File: src/rtl/gvt_arbiter.sv
// Purpose : periodic GVT round controller; polls N_TILES tiles for their local
//           virtual time {ts,tb}, reduces to the minimum and publishes it as GVT.
// Latency : gvt/gvt_valid appear N_TILES+1 cycles after the last lvt_valid is sampled.
// Backpressure: none; a round waits indefinitely in COLLECT for every tile to
//               answer, and period wraps that occur while a round is busy are dropped.
// Ports   : clk/rstn        clock, async active-low reset
//           gvt_en          enables the free-running round period counter
//           lvt_req         per-tile one-cycle request pulse (SAMPLE state)
//           lvt_valid/lvt   per-tile response strobe and {ts,tb}, tile i at [i*VW +: VW]
//           gvt/gvt_valid   last published minimum and its one-cycle strobe
//           done            sticky, set when a published minimum is all-ones
//           gvt_err         (GVT_MONOTONIC_CHECK_EN only) sticky, set when a minimum
//                           below the current gvt was computed and suppressed
// Build option: define GVT_MONOTONIC_CHECK_EN to enable the monotonicity guard.
module gvt_arbiter #(
  parameter int N_TILES        = 8,
  parameter int TS_WIDTH       = 32,
  parameter int TB_WIDTH       = 32,
  parameter int LOG_GVT_PERIOD = 5,
  localparam int VW            = TS_WIDTH + TB_WIDTH
) (
  input  logic                  clk,
  input  logic                  rstn,
  input  logic                  gvt_en,
  output logic [N_TILES-1:0]    lvt_req,
  input  logic [N_TILES-1:0]    lvt_valid,
  input  logic [N_TILES*VW-1:0] lvt,
  output logic [VW-1:0]         gvt,
  output logic                  gvt_valid,
  output logic                  done
`ifdef GVT_MONOTONIC_CHECK_EN
  ,
  output logic                  gvt_err
`endif
);

  localparam int IW = (N_TILES > 1) ? $clog2(N_TILES) : 1;

  localparam logic [2:0] S_IDLE    = 3'd0;
  localparam logic [2:0] S_SAMPLE  = 3'd1;
  localparam logic [2:0] S_COLLECT = 3'd2;
  localparam logic [2:0] S_REDUCE  = 3'd3;
  localparam logic [2:0] S_PUBLISH = 3'd4;

  logic [2:0]                state_q, state_d;
  logic [LOG_GVT_PERIOD-1:0] cnt_q;
  logic [N_TILES-1:0]        flags_q;
  logic [VW-1:0]             lat_q [N_TILES];
  logic [IW-1:0]             idx_q;
  logic [VW-1:0]             min_q;
  logic [VW-1:0]             gvt_q;
  logic                      gvt_valid_q;
  logic                      done_q;

  logic          wrap;
  logic          last_cmp;
  logic [VW-1:0] cand;
  logic [VW-1:0] min_next;

  // Wrap is the cycle in which the counter rolls over from all-ones to 0.
  assign wrap     = gvt_en && (cnt_q == '1);
  assign last_cmp = (idx_q == IW'(N_TILES - 1));
  assign cand     = lat_q[idx_q];
  // Strict less-than: on a tie the earlier (current) minimum is kept.
  assign min_next = (cand < min_q) ? cand : min_q;

  always_ff @(posedge clk or negedge rstn) begin
    if (!rstn) begin
      cnt_q <= '0;
    end else if (!gvt_en) begin
      cnt_q <= '0;
    end else begin
      cnt_q <= cnt_q + LOG_GVT_PERIOD'(1);
    end
  end

  always_comb begin
    state_d = state_q;
    case (state_q)
      S_IDLE:    if (wrap) state_d = S_SAMPLE;
      S_SAMPLE:  state_d = S_COLLECT;
      // Responses arriving this cycle count toward completion.
      S_COLLECT: if (&(flags_q | lvt_valid)) state_d = S_REDUCE;
      S_REDUCE:  if (last_cmp) state_d = S_PUBLISH;
      S_PUBLISH: state_d = S_IDLE;
      default:   state_d = S_IDLE;
    endcase
  end

  always_ff @(posedge clk or negedge rstn) begin
    if (!rstn) begin
      state_q <= S_IDLE;
      flags_q <= '0;
      idx_q   <= '0;
      min_q   <= '1;
    end else begin
      state_q <= state_d;
      case (state_q)
        S_SAMPLE: begin
          flags_q <= '0;
          idx_q   <= '0;
          min_q   <= '1;
        end
        S_COLLECT: flags_q <= flags_q | lvt_valid;
        S_REDUCE: begin
          min_q <= min_next;
          idx_q <= idx_q + IW'(1);
        end
        default: ;
      endcase
    end
  end

  // Response capture is pure datapath; the flags qualify it, so no reset.
  always_ff @(posedge clk) begin
    for (int i = 0; i < N_TILES; i++) begin
      if (state_q == S_COLLECT && lvt_valid[i]) lat_q[i] <= lvt[i*VW +: VW];
    end
  end

`ifdef GVT_MONOTONIC_CHECK_EN
  logic err_q;
`endif

  // Publish registers load on the last REDUCE edge so gvt, gvt_valid and done
  // are all aligned with the PUBLISH cycle.
  always_ff @(posedge clk or negedge rstn) begin
    if (!rstn) begin
      gvt_q       <= '0;
      gvt_valid_q <= 1'b0;
      done_q      <= 1'b0;
`ifdef GVT_MONOTONIC_CHECK_EN
      err_q       <= 1'b0;
`endif
    end else begin
      gvt_valid_q <= 1'b0;
      if (state_q == S_REDUCE && last_cmp) begin
        gvt_valid_q <= 1'b1;
        if (min_next == '1) done_q <= 1'b1;
`ifdef GVT_MONOTONIC_CHECK_EN
        // A backwards step is reported and suppressed; the strobe still fires.
        if (min_next < gvt_q) err_q <= 1'b1;
        else                  gvt_q <= min_next;
`else
        gvt_q <= min_next;
`endif
      end
    end
  end

  assign lvt_req   = {N_TILES{state_q == S_SAMPLE}};
  assign gvt       = gvt_q;
  assign gvt_valid = gvt_valid_q;
  assign done      = done_q;
`ifdef GVT_MONOTONIC_CHECK_EN
  assign gvt_err   = err_q;
`endif

endmodule

File: config.mk
export PLATFORM = sky130hd
export DESIGN_NAME = gvt_arbiter
export DESIGN_NICKNAME = d
export VERILOG_FILES = /design/src/rtl/gvt_arbiter.sv
export SDC_FILE = /design/constraint.sdc
export NUM_CORES = 1
export LEC_CHECK = 0
export BUFFER_PORTS_ARGS = -buffer_cell sky130_fd_sc_hd__buf_2
export CAP_MARGIN = 20
export CORE_MARGIN = 3
export CORE_UTILIZATION = 35
export DETAILED_ROUTE_END_ITERATION = 8
export GPL_TIMING_DRIVEN = 0
export PLACE_DENSITY = 0.58
export SLEW_MARGIN = 15
export SYNTH_ARGS = -nofsm -noshare
export SYNTH_HDL_FRONTEND = slang
export SYNTH_SLANG_ARGS = --single-unit
File: constraint.sdc
create_clock -name clk -period 4.7 [get_ports clk]
set_input_delay 0.235 -clock clk [delete_from_list [all_inputs] [get_ports clk]]
set_output_delay 0.235 -clock clk [all_outputs]
set_load 0.03 [all_outputs]
==> results of run 1 <==
-- cell type report --
type	count	share of cell area, %
sequential	661	48.17
clock buffer	93	5.040
antenna	12	0.07541
clock inverter	41	1.037
tap	1040	3.268
inverter	71	0.6693
timing repair buffer	1119	21.06
buffer	88	1.602
multi-input combinational	821	19.08
-- through the flow --
stage / cells / TNS, ns / util, % / instance area (µm²) / hold slack (ns)
after floorplan: 1641 / 0 / - / 27550 / -0.06059
after global placement: 3277 / -151.67 / 40.95 / 31830 / 0.4111
after detailed placement: 3286 / -58.63 / 41.31 / 32110 / 0.2351
after CTS: 3934 / 0 / 51.10 / 39720 / 0.2045
after global routing: 3944 / -0.004109 / 51.23 / 39820 / 0.2269
final: 3946 / 0 / 51.23 / 39820 / 0.1995
-- sequential cells by signal (all words and copies together) (netlist names) --
signal and cells:
flags_q 8, gvt_valid 1, gvt 64, cnt_q 5
lat_q 512, done 1, idx_q 3, min_q 64
state_q 3
-- per-layer routing --
metal	part of all wire (%)	global-route usage [%]	up-vias	routed length [µm]
met4	4.5	11.30	4	4580
met1	39	29.67	10170	39470
met2	50	41.94	946	51490
li1	-	-	8875	-
met3	6.8	5.401	232	6943
met5	0.026	0	-	27
-- worst register-to-register path: stages, from the launching register on --
cell and delay, ns:
sky130_fd_sc_hd__dfrtp_1 0.41, sky130_fd_sc_hd__buf_6 0.23, sky130_fd_sc_hd__buf_12 0.18, sky130_fd_sc_hd__buf_12 0.17, sky130_fd_sc_hd__buf_6 0.20, sky130_fd_sc_hd__mux4_2 0.35, sky130_fd_sc_hd__o21a_1 0.29, sky130_fd_sc_hd__ha_1 0.35
sky130_fd_sc_hd__a21oi_1 0.15, sky130_fd_sc_hd__o21ai_0 0.13, sky130_fd_sc_hd__a221oi_1 0.34, sky130_fd_sc_hd__o221ai_2 0.18, sky130_fd_sc_hd__a221oi_2 0.33, sky130_fd_sc_hd__o21ai_1 0.16, sky130_fd_sc_hd__buf_4 0.22, sky130_fd_sc_hd__mux2i_1 0.52
sky130_fd_sc_hd__o21ai_0 0.15
-- worst paths after layout --
kind	end	from	slack [ns]
min in group clk	flags_q[2]	lvt_valid[2]	0.24
worst min register to register	cnt_q[0]	cnt_q[0]	0.46
max in group asynchronous	min_q[62]	rstn	3.66
worst max-delay path	gvt[53]	idx_q[1]	0.19
worst max register to register	gvt[53]	idx_q[1]	0.19
worst min-delay path	flags_q[2]	rstn	0.20
-- Yosys cell counts (6+ instances only) --
master | instances | area (µm²)
sky130_fd_sc_hd__a211oi_1 | 6 | 45.04
sky130_fd_sc_hd__dfrtp_1 | 85 | 2127
sky130_fd_sc_hd__mux2_2 | 17 | 191.4
sky130_fd_sc_hd__mux4_1 | 28 | 735.7
sky130_fd_sc_hd__a21oi_1 | 21 | 105.1
sky130_fd_sc_hd__inv_1 | 70 | 262.8
sky130_fd_sc_hd__buf_4 | 20 | 150.1
sky130_fd_sc_hd__nand3_1 | 14 | 70.07
sky130_fd_sc_hd__edfxtp_1 | 512 | 15370
sky130_fd_sc_hd__buf_6 | 14 | 157.7
sky130_fd_sc_hd__and2_1 | 14 | 87.58
sky130_fd_sc_hd__a22oi_1 | 99 | 743.2
sky130_fd_sc_hd__clkbuf_1 | 38 | 142.6
sky130_fd_sc_hd__dfstp_2 | 64 | 1682
sky130_fd_sc_hd__nand2_1 | 93 | 349.1
sky130_fd_sc_hd__mux2i_1 | 152 | 1521
sky130_fd_sc_hd__nor4_1 | 11 | 68.82
sky130_fd_sc_hd__nor2_1 | 37 | 138.9
sky130_fd_sc_hd__a21o_1 | 6 | 45.04
sky130_fd_sc_hd__o21ai_0 | 78 | 390.4
sky130_fd_sc_hd__buf_2 | 8 | 40.04
sky130_fd_sc_hd__a221oi_1 | 7 | 61.31
sky130_fd_sc_hd__o21a_1 | 38 | 285.3
sky130_fd_sc_hd__nand4_1 | 44 | 275.3
sky130_fd_sc_hd__ha_1 | 67 | 838.3
sky130_fd_sc_hd__mux4_2 | 56 | 1261
-- where the power goes --
part / switching [µW] / internal [µW] / leakage, µW
Sequential: 709 / 8410 / 0.00649
Combinational: 7580 / 4480 / 0.00844
Clock: 2420 / 3380 / 0.00118
-- repair_timing --
item | in CTS | in global routing
endpoints found under the setup margin | 129 | 34
cloned | 0 | 0
hold buffers | 514 | 0
pin swaps | 0 | 0
hold endpoints to repair | 585 | 0
resized for setup | 16 | 16
-- cells by family after synthesis --
| logic type | after synthesis |
|---|---|
| flops | 661 |
| simple gates | 227 |
| buf+inv | 159 |
| compound gates | 272 |
| fa+ha+maj | 67 |
| xor+xnor | 2 |
| mux | 253 |
-- cells in the final DEF (no fill, tap or decap), types with 4 or more instances in the layout --
master,n
sky130_fd_sc_hd__a211oi_1,6
sky130_fd_sc_hd__a21o_1,6
sky130_fd_sc_hd__a21oi_1,21
sky130_fd_sc_hd__a221oi_2,6
sky130_fd_sc_hd__a22oi_1,99
sky130_fd_sc_hd__and2_1,6
sky130_fd_sc_hd__and2_4,8
sky130_fd_sc_hd__buf_12,4
sky130_fd_sc_hd__buf_16,9
sky130_fd_sc_hd__buf_2,602
sky130_fd_sc_hd__buf_4,18
sky130_fd_sc_hd__buf_6,18
sky130_fd_sc_hd__bufinv_16,6
sky130_fd_sc_hd__clkbuf_1,45
sky130_fd_sc_hd__clkbuf_16,77
sky130_fd_sc_hd__clkbuf_2,7
sky130_fd_sc_hd__clkinv_1,12
sky130_fd_sc_hd__clkinv_2,12
sky130_fd_sc_hd__dfrtp_1,85
sky130_fd_sc_hd__dfstp_2,64
sky130_fd_sc_hd__diode_2,12
sky130_fd_sc_hd__dlygate4sd3_1,514
sky130_fd_sc_hd__edfxtp_1,512
sky130_fd_sc_hd__ha_1,67
sky130_fd_sc_hd__inv_1,70
sky130_fd_sc_hd__mux2_2,17
sky130_fd_sc_hd__mux2i_1,144
sky130_fd_sc_hd__mux2i_2,7
sky130_fd_sc_hd__mux4_1,28
sky130_fd_sc_hd__mux4_2,56
sky130_fd_sc_hd__nand2_1,93
sky130_fd_sc_hd__nand3_1,14
sky130_fd_sc_hd__nand4_1,44
sky130_fd_sc_hd__nor2_1,35
sky130_fd_sc_hd__nor2b_1,4
sky130_fd_sc_hd__nor4_1,10
sky130_fd_sc_hd__o211ai_1,4
sky130_fd_sc_hd__o21a_1,37
sky130_fd_sc_hd__o21ai_0,78
==> impl_results.rst, run 1 <==
.. list-table::
   :header-rows: 1

   * - Metric
     - Value
   * - Outcome
     - finished clean
   * - Overall overflow remaining after global route
     - 0
   * - Overall fraction of global-route tracks in use
     - 24.55%
   * - Transition at the pin with the smallest max-transition slack
     - 1.019 ns
   * - Standard-cell row count
     - 102
   * - Synth-to-layout area growth
     - 44.56%
   * - Ratio of routed vias to standard cells
     - 5.126
   * - Number of buffers inserted by post-CTS setup repair
     - 0
   * - Lkg Pwr
     - 0.01611 µW
   * - Critical Path Stages
     - 16
   * - Area of combinational cells with multiple inputs
     - 7596 µm²
   * - CP Class
     - reg2reg
   * - Filler Cell Count
     - 6379
   * - Chip Height
     - 286.5 µm
   * - Number of global-route vias before repair
     - 22020
   * - Post-synthesis share of cell area spent on and, or, nand and nor gates
     - 3.920%
   * - Leading register cell type out of synthesis
     - sky130_fd_sc_hd__edfxtp_1
   * - Skew-Pair Late Insertion Delay
     - 0.62 ns
   * - Seq/Total Area, Yosys
     - 69.64%
   * - Final cycle utilization of the critical path
     - 95.98%
   * - Crit path capture type
     - flip-flop
   * - Count of unique library cells instantiated by Yosys
     - 49
   * - FFs w/ async S/R, synth
     - 22.54%
   * - Count of flip-flops with a built-in enable after synthesis
     - 512
   * - Area of the mapped netlist
     - 27550 µm²
   * - Number of hold violations in the final report
     - 0
   * - DRT antenna net count
     - 0
   * - Largest family of logic cells by synthesized area
     - multiplexers
   * - Clock tree skew after final layout
     - 0.03239 ns
   * - Hold crit path type
     - in2async
   * - Max incr delay on CP
     - 0.51 ns
   * - Fraction of synthesized cell area in xor and xnor cells
     - 0.06359%
   * - Yosys synthesis warning count
     - 0
   * - Crit path buffers/inverters
     - 5
   * - Crit path required time
     - 5.15 ns
   * - Vias after detailed routing
     - 20230
   * - Fraction of layout instances using a drive strength above 1
     - 32.38%
   * - Post-synthesis register bit count
     - 661
   * - Largest voltage drop on the vdd net
     - 401.2 µV
   * - Root Buffer
     - sky130_fd_sc_hd__clkbuf_16
   * - Top achievable clock speed
     - 221.7 MHz
   * - Post-route DRC violation count
     - 0
   * - Mean routed wirelength per cell
     - 25.98 µm
   * - Initial core utilization
     - 35.44%
   * - Placed wire-length estimate
     - 72770 µm
   * - Clock period minus worst slack
     - 4.511 ns
   * - Number of buffer cells added on primary ports
     - 596
   * - Overall die width
     - 286.5 µm
   * - Clock Sink Count
     - 661
   * - Pre-antenna DRT Iters
     - 6
   * - Core Area
     - 77720 µm²
   * - Starting DRC count in detailed routing
     - 1638
   * - CTS tree
     - done
   * - CTS Buf Count
     - 73
   * - Maximum Capacitance Violations
     - 0
   * - Synth Net Count
     - 2231
   * - Worst setup slack before clock tree synthesis
     - -0.6363 ns
   * - Total power of the final layout
     - 26980 µW
   * - Arrival @ worst endpoint
     - 4.96 ns
   * - Global-route wire length before repair
     - 145600 µm
   * - Number of primary I/O pins
     - 597
   * - Slew Limit Headroom
     - 31.91%
   * - Power per standard cell area
     - 677.7 nW/µm²
   * - Synth Area in Compound Gates
     - 6.691%
   * - Initial antenna violation count
     - 13
   * - R2r worst-path depth
     - 16
   * - Setup ws final
     - 0.1889 ns
   * - Total wire length after detailed routing
     - 102500 µm
   * - Startpoint class of the critical path
     - flip-flop
   * - Final layout net count
     - 3425
   * - Die area
     - 82110 µm²
   * - Maximum root-to-sink buffer count
     - 3
   * - Critical path fanouts, max
     - 10
   * - Slowest-stage cell, CP
     - sky130_fd_sc_hd__mux2i_1
   * - Storage element area
     - 19180 µm²
   * - Avg Synthesized Cell Area
     - 16.79 µm²
   * - Setup-failing EPs final
     - 0
   * - RD Place Congestion
     - 0.8817
   * - Slew Viols, Final
     - 0
   * - Share of synthesized area spent on multiplexers
     - 13.47%
   * - Adder-cell area share of the yosys netlist
     - 3.043%
   * - Number of H-tree branching levels
     - 3
   * - Maximum number of pins on one net before global-route repair
     - 82
   * - Clock-pin slew on the worst setup and hold paths
     - 0.06 ns
   * - Family of cells with the greatest summed delay on the critical path
     - compound AO/OA/AOI/OAI gates
   * - Cells along the critical path
     - buf_6, buf_12, buf_12, buf_6, mux4_2, o21a_1, ha_1, a21oi_1, o21ai_0, a221oi_1, o221ai_2, a221oi_2, o21ai_1, buf_4, mux2i_1, o21ai_0
   * - Cell count after synthesis
     - 1641
(Power assumes the default switching activity.)
==> inputs of run 2 (changes only) <==
Settings changed: GPL_ROUTABILITY_DRIVEN set to 0.
Clock period 4.7 ns to 5.35 ns, I/O delays scaled along.
==> run 2 against run 1 <==
- wire length about the same
- non-clock buffer count increased by 1
- first-iteration DRC count increased by 1.2%
- critical path type unchanged
- cell area decreased by 0.35%
- clock power decreased by 13%
- worst setup slack improved by 0.21 ns
==> impl_results.rst, run 2 (same netlist as run 1, synthesis figures left out) <==
.. list-table::
   :header-rows: 1

   * - Metric
     - Value
   * - Startpoint class of the critical path
     - flip-flop
   * - Standard-cell row count
     - 102
   * - Hold crit path type
     - in2reg
   * - Power per standard cell area
     - 590.2 nW/µm²
   * - Area of combinational cells with multiple inputs
     - 7513 µm²
   * - Overall die width
     - 286.5 µm
   * - Number of buffers inserted by post-CTS setup repair
     - 0
   * - Cells along the critical path
     - buf_4, nor2b_1, clkbuf_1, clkbuf_1, a22oi_1, o21a_1, ha_1, nand4_1, nor4_1, nand4_1, o21ai_1, buf_4, buf_4, mux2i_1, o21ai_0
   * - Total wire length after detailed routing
     - 102500 µm
   * - Root Buffer
     - sky130_fd_sc_hd__clkbuf_16
   * - Outcome
     - finished clean
   * - CTS tree
     - done
   * - Cell occurring most often along the worst timing path
     - sky130_fd_sc_hd__buf_4
   * - Storage element area
     - 19180 µm²
   * - Global-route wire length before repair
     - 146600 µm
   * - Chip Height
     - 286.5 µm
   * - Maximum Capacitance Violations
     - 0
   * - CP Class
     - reg2reg
   * - Initial core utilization
     - 35.44%
   * - Starting DRC count in detailed routing
     - 1657
   * - Post-route DRC violation count
     - 0
   * - Critical path fanouts, max
     - 10
   * - Placed wire-length estimate
     - 72540 µm
   * - Total Neg Setup Slack
     - 0 ns
   * - Most used cells in the layout excluding fill and tap cells
     - 603 x sky130_fd_sc_hd__buf_2, 514 x sky130_fd_sc_hd__dlygate4sd3_1, 512 x sky130_fd_sc_hd__edfxtp_1, 152 x sky130_fd_sc_hd__mux2i_1, 99 x sky130_fd_sc_hd__a22oi_1
   * - Top achievable clock speed
     - 201.8 MHz
   * - Core Area
     - 77720 µm²
   * - Pre-antenna DRT Iters
     - 5
   * - Number of global-route vias before repair
     - 22020
   * - Placed cell count
     - 3287
   * - Clock period minus worst slack
     - 4.955 ns
   * - Clock-pin slew on the worst setup and hold paths
     - 0.06 ns
   * - Max incr delay on CP
     - 0.67 ns
   * - Family of cells with the greatest summed delay on the critical path
     - buffers and inverters
   * - Final cycle utilization of the critical path
     - 92.62%
   * - Top reg by flops
     - lat_q
   * - Slew Limit Headroom
     - 30.62%
   * - Arrival @ worst endpoint
     - 5.42 ns
   * - Number of buffer cells added on primary ports
     - 596
   * - Number of H-tree branching levels
     - 3
   * - Ratio of routed vias to standard cells
     - 5.128
   * - RSZ-0062 raised after global routing
     - false
   * - Fraction of layout instances using a drive strength above 1
     - 31.63%
   * - Skew-Pair Late Insertion Delay
     - 0.62 ns
   * - Crit path buffers/inverters
     - 5
   * - Crit path required time
     - 5.81 ns
   * - Clock tree skew after final layout
     - 0.02666 ns
   * - Number of hold violations in the final report
     - 0
   * - Commonest non-fill, non-tap cell in the layout
     - sky130_fd_sc_hd__buf_2
   * - Maximum root-to-sink buffer count
     - 3
   * - Mean routed wirelength per cell
     - 25.98 µm
   * - Largest voltage drop on the vdd net
     - 297.3 µV
   * - Vias after detailed routing
     - 20230
   * - Final layout net count
     - 3426
   * - Setup-failing EPs final
     - 0
   * - Overall overflow remaining after global route
     - 0
   * - Maximum number of pins on one net before global-route repair
     - 93
   * - Overall fraction of global-route tracks in use
     - 24.67%
   * - Slowest-stage cell, CP
     - sky130_fd_sc_hd__clkbuf_1
   * - Slew Viols, Final
     - 0
   * - Non-filler cells, final
     - 3945
   * - Synth-to-layout area growth
     - 44.06%
   * - Number of primary I/O pins
     - 597
   * - DRT antenna net count
     - 0
   * - Max reg flops
     - 512
   * - Crit path capture type
     - flip-flop
   * - Initial antenna violation count
     - 11
   * - Die area
     - 82110 µm²
   * - Clock Sink Count
     - 661
   * - Transition at the pin with the smallest max-transition slack
     - 1.039 ns
   * - CTS Buf Count
     - 73
   * - Lkg Pwr
     - 0.01607 µW
   * - Filler Cell Count
     - 6377
## run 2: cell types whose count changed in the layout (fill, tap and decap cells not counted), moves of 3 or more
cell	change
sky130_fd_sc_hd__bufinv_16	-3
sky130_fd_sc_hd__clkinv_4	-3
sky130_fd_sc_hd__a221oi_2	-4
sky130_fd_sc_hd__a221oi_1	+4
sky130_fd_sc_hd__buf_6	-4
sky130_fd_sc_hd__clkbuf_2	-5
sky130_fd_sc_hd__clkbuf_1	+5
sky130_fd_sc_hd__mux2i_2	-7
sky130_fd_sc_hd__clkbuf_8	+6
sky130_fd_sc_hd__mux2i_1	+8
## run 2: final cells by class
| cell class | instances | share of cell area [%] |
|---|---|---|
| flip-flops and latches | 661 | 48.34 |
| repair buffers | 1120 | 21.16 |
| multi-input cells | 821 | 18.93 |
| clock buffers | 99 | 5.265 |
| well taps | 1040 | 3.279 |
| plain buffers | 88 | 1.539 |
| clock inverters | 33 | 0.7315 |
| inverters | 71 | 0.6716 |
| diodes | 12 | 0.07567 |
## run 2: timing repair
| action | in CTS | in global routing |
|---|---|---|
| endpoints found under the setup margin | 0 | 46 |
| gates resized for setup | 0 | 5 |
| hold buffers | 514 | 0 |
| hold endpoints to repair | 577 | 0 |
## run 2: worst paths after layout
path / from / to / slack (ns) / depth (start not counted)
max: idx_q[0] / gvt[16] / 0.40 / 15
min: lvt_valid[3] / flags_q[3] / 0.23 / 4
max reg2reg: idx_q[0] / gvt[16] / 0.40 / 15
min reg2reg: gvt[43] / gvt[43] / 0.48 / 2
max in group asynchronous: rstn / min_q[8] / 4.22 / 3
min in group asynchronous: rstn / flags_q[7] / 0.31 / 2
## run 2: layer usage
layer / track usage [%] / share of wire, % / up-vias / wire, µm
li1: - / - / 8883 / -
met1: 30.40 / 39 / 10240 / 39740
met2: 42.92 / 51 / 897 / 52600
met3: 4.329 / 6.0 / 210 / 6164
met4: 10.04 / 3.9 / 0 / 3966
met5: 0 / 0 / - / 0
## run 2: metrics by stage
step	util, %	total power (µW)	setup WS [ns]	area, µm²	hold WS (ns)
floorplan	-	14210	1.771	27550	-0.02809
global placement	40.95	17990	0.1822	31830	0.4441
detailed placement	41.33	18150	0.1172	32120	0.3530
CTS	51.01	23520	0.1052	39650	0.2170
global route	51.05	24630	0.07895	39680	0.2262
finish	51.06	23420	0.3950	39680	0.2345
## run 2: worst register-to-register path, cell delays in order, from the launching register on
cell	delay, ns
sky130_fd_sc_hd__dfrtp_1	0.37
sky130_fd_sc_hd__buf_4	0.25
sky130_fd_sc_hd__nor2b_1	0.17
sky130_fd_sc_hd__clkbuf_1	0.38
sky130_fd_sc_hd__clkbuf_1	0.67
sky130_fd_sc_hd__a22oi_1	0.24
sky130_fd_sc_hd__o21a_1	0.24
sky130_fd_sc_hd__ha_1	0.33
sky130_fd_sc_hd__nand4_1	0.16
sky130_fd_sc_hd__nor4_1	0.53
sky130_fd_sc_hd__nand4_1	0.17
sky130_fd_sc_hd__o21ai_1	0.24
sky130_fd_sc_hd__buf_4	0.25
sky130_fd_sc_hd__buf_4	0.25
sky130_fd_sc_hd__mux2i_1	0.42
sky130_fd_sc_hd__o21ai_0	0.14
## run 2: power breakdown
| group | total [µW] | switching [µW] | internal, µW |
|---|---|---|---|
| clock | 5030 | 2130 | 2900 |
| combinational | 10400 | 6550 | 3840 |
| sequential | 8000 | 612 | 7390 |
==> inputs of run 3 (changes only) <==
--- a/config.mk
+++ b/config.mk
@@ -15,3 +15,2 @@
 export PLACE_DENSITY = 0.58
-export SLEW_MARGIN = 15
 export SYNTH_ARGS = -nofsm -noshare
--- a/constraint.sdc
+++ b/constraint.sdc
@@ -3,2 +3,2 @@
 set_output_delay 0.2675 -clock clk [all_outputs]
-set_load 0.03 [all_outputs]
+set_load 0.05 [all_outputs]
==> run 3 against run 2 <==
- sequential share of layout area barely moved
- utilization hardly changed
- critical endpoint unchanged
- clock power hardly changed
==> impl_results.rst, run 3 (same netlist as run 1, synthesis figures left out) <==
.. list-table::
   :header-rows: 1

   * - Metric
     - Value
   * - Outcome
     - finished clean
   * - Final cycle utilization of the critical path
     - 92.85%
   * - Clock period minus worst slack
     - 4.967 ns
   * - Transition at the pin with the smallest max-transition slack
     - 1.045 ns
   * - Slew Limit Headroom
     - 30.33%
   * - Critical path fanouts, max
     - 10
   * - Number of hold violations in the final report
     - 0
   * - Global-route wire length before repair
     - 147100 µm
   * - CP Class
     - reg2reg
   * - Setup-failing EPs final
     - 0
   * - Commonest non-fill, non-tap cell in the layout
     - sky130_fd_sc_hd__buf_2
   * - Total wire length after detailed routing
     - 102900 µm
   * - Die area
     - 82110 µm²
   * - Non-filler cells, final
     - 3941
   * - Top achievable clock speed
     - 201.3 MHz
   * - Hold crit path type
     - in2reg
   * - Post-DP Area
     - 32130 µm²
   * - Startpoint of the worst-slack reg-to-reg timing path
     - idx_q[0]
   * - Clock Sink Count
     - 661
   * - Starting DRC count in detailed routing
     - 1612
   * - R2r worst-path depth
     - 17
   * - Critical path origin
     - idx_q[0]
   * - Max incr delay on CP
     - 0.51 ns
   * - Cell occurring most often along the worst timing path
     - sky130_fd_sc_hd__buf_4
   * - Worst setup slack before clock tree synthesis
     - 0.1330 ns
   * - Max reg flops
     - 512
   * - Post-route DRC violation count
     - 0
   * - Lkg Pwr
     - 0.01604 µW
   * - Number of primary I/O pins
     - 597
   * - Placed cell count
     - 3287
   * - Overall overflow remaining after global route
     - 0
   * - Crit path required time
     - 5.80 ns
   * - Maximum Capacitance Violations
     - 0
   * - Power per standard cell area
     - 599.2 nW/µm²
   * - Top reg by flops
     - lat_q
   * - Synth-to-layout area growth
     - 43.93%
   * - Clock tree skew after final layout
     - 0.03105 ns
   * - Overall fraction of global-route tracks in use
     - 24.76%
   * - Core Area
     - 77720 µm²
   * - Initial antenna violation count
     - 13
   * - Skew-Pair Late Insertion Delay
     - 0.61 ns
   * - Storage element area
     - 19180 µm²
   * - Filler Cell Count
     - 6411
   * - Total Neg Setup Slack
     - 0 ns
   * - Most used cells in the layout excluding fill and tap cells
     - 603 x sky130_fd_sc_hd__buf_2, 514 x sky130_fd_sc_hd__dlygate4sd3_1, 512 x sky130_fd_sc_hd__edfxtp_1, 152 x sky130_fd_sc_hd__mux2i_1, 99 x sky130_fd_sc_hd__a22oi_1
   * - Initial core utilization
     - 35.44%
   * - Min-Delay Startpoint
     - lvt_valid[2]
   * - CTS Buf Count
     - 73
   * - Vias after detailed routing
     - 20240
   * - Mean routed wirelength per cell
     - 26.12 µm
   * - Post-layout util
     - 51.01%
   * - Slew Viols, Final
     - 0
   * - Crit path capture type
     - flip-flop
   * - DRT antenna net count
     - 0
   * - Overall die width
     - 286.5 µm
   * - RSZ-0062 raised after global routing
     - false
   * - Arrival @ worst endpoint
     - 5.41 ns
   * - Startpoint class of the critical path
     - flip-flop
   * - Number of buffer cells added on primary ports
     - 596
   * - Standard-cell row count
     - 102
   * - Number of global-route vias before repair
     - 22200
   * - Clock-pin slew on the worst setup and hold paths
     - 0.07 ns
   * - Maximum number of pins on one net before global-route repair
     - 93
   * - Largest voltage drop on the vdd net
     - 279.6 µV
   * - CTS tree
     - done
   * - Slowest-stage cell, CP
     - sky130_fd_sc_hd__clkbuf_1
   * - Critical Path Sink
     - gvt[16]
   * - Worst r2r dst
     - gvt[16]
   * - Post-route standard cell area excluding fillers
     - 39650 µm²
   * - Root Buffer
     - sky130_fd_sc_hd__clkbuf_16
   * - Fraction of layout instances using a drive strength above 1
     - 31.60%
   * - Final layout net count
     - 3427
   * - Placed wire-length estimate
     - 72380 µm
   * - Setup ws final
     - 0.3825 ns
   * - Pre-antenna DRT Iters
     - 7
   * - Chip Height
     - 286.5 µm
   * - Ratio of routed vias to standard cells
     - 5.135
   * - Cells along the critical path
     - buf_4, nor2b_1, clkbuf_1, clkbuf_1, a22oi_1, o21a_1, ha_1, nand4_1, nor2_1, a221oi_1, o221ai_1, a221oi_1, o21ai_1, buf_4, buf_4, mux2i_1, o21ai_0
   * - Area of combinational cells with multiple inputs
     - 7511 µm²
   * - Reg-to-reg setup timing slack
     - 0.38 ns
   * - Number of H-tree branching levels
     - 3
   * - Maximum root-to-sink buffer count
     - 3
## run 3: critical path: cells and delay by family (launching register included)
family,cells,cell delay (ns)
and+or+nand+nor,3,0.40
AOI/OAI and AO/OA,7,1.74
DFF,1,0.37
buffers and inverters,5,1.58
adders and majority gates,1,0.34
muxes,1,0.34
## run 3: layout make-up
cell class / instances / area share, %
diodes: 12 / 0.07574
plain buffers: 88 / 1.540
clock buffers: 92 / 4.888
clock inverters: 35 / 0.9751
inverters: 71 / 0.6722
multi-input cells: 821 / 18.94
flip-flops and latches: 661 / 48.38
well taps: 1040 / 3.282
repair buffers: 1121 / 21.24
## run 3: what timing repair did
action | CTS | global route
gates resized for setup | 0 | 5
hold buffers | 514 | 0
setup buffers | 0 | 0
hold endpoints to repair | 577 | 0
endpoints found under the setup margin | 0 | 73
## run 3: power breakdown
group / switching [µW] / internal [µW] / total [µW]
Clock: 2090 / 2920 / 5000
Sequential: 614 / 7390 / 8000
Combinational: 6900 / 3850 / 10800
Total: 9600 / 14200 / 23800
## run 3: metrics by stage
stage	power, µW	hold WS [ns]
final	23760	0.2563
after global routing	24980	0.2547
after CTS	23870	0.2440
after detailed placement	18510	0.4302
after global placement	18330	0.4441
after floorplan	14550	-0.02809
## run 3: worst min-delay path by stage
stage	depth (start not counted)	slack, ns	endpoint
global route	2	0.25	lat_q[2][41]
finish	2	0.26	lat_q[2][41]
global placement	1	0.44	lat_q[7][53]
CTS	2	0.24	lat_q[2][41]
floorplan	0	-0.03	cnt_q[0]
detailed placement	1	0.43	flags_q[7]
## run 3: metal layers
| layer | up-vias | track usage [%] | wire length, µm |
|---|---|---|---|
| li1 | 8878 | - | - |
| met1 | 10260 | 30.02 | 39960 |
| met2 | 877 | 42.78 | 52340 |
| met3 | 225 | 4.694 | 6061 |
| met4 | 0 | 11.32 | 4591 |
| met5 | - | 0 | 0 |
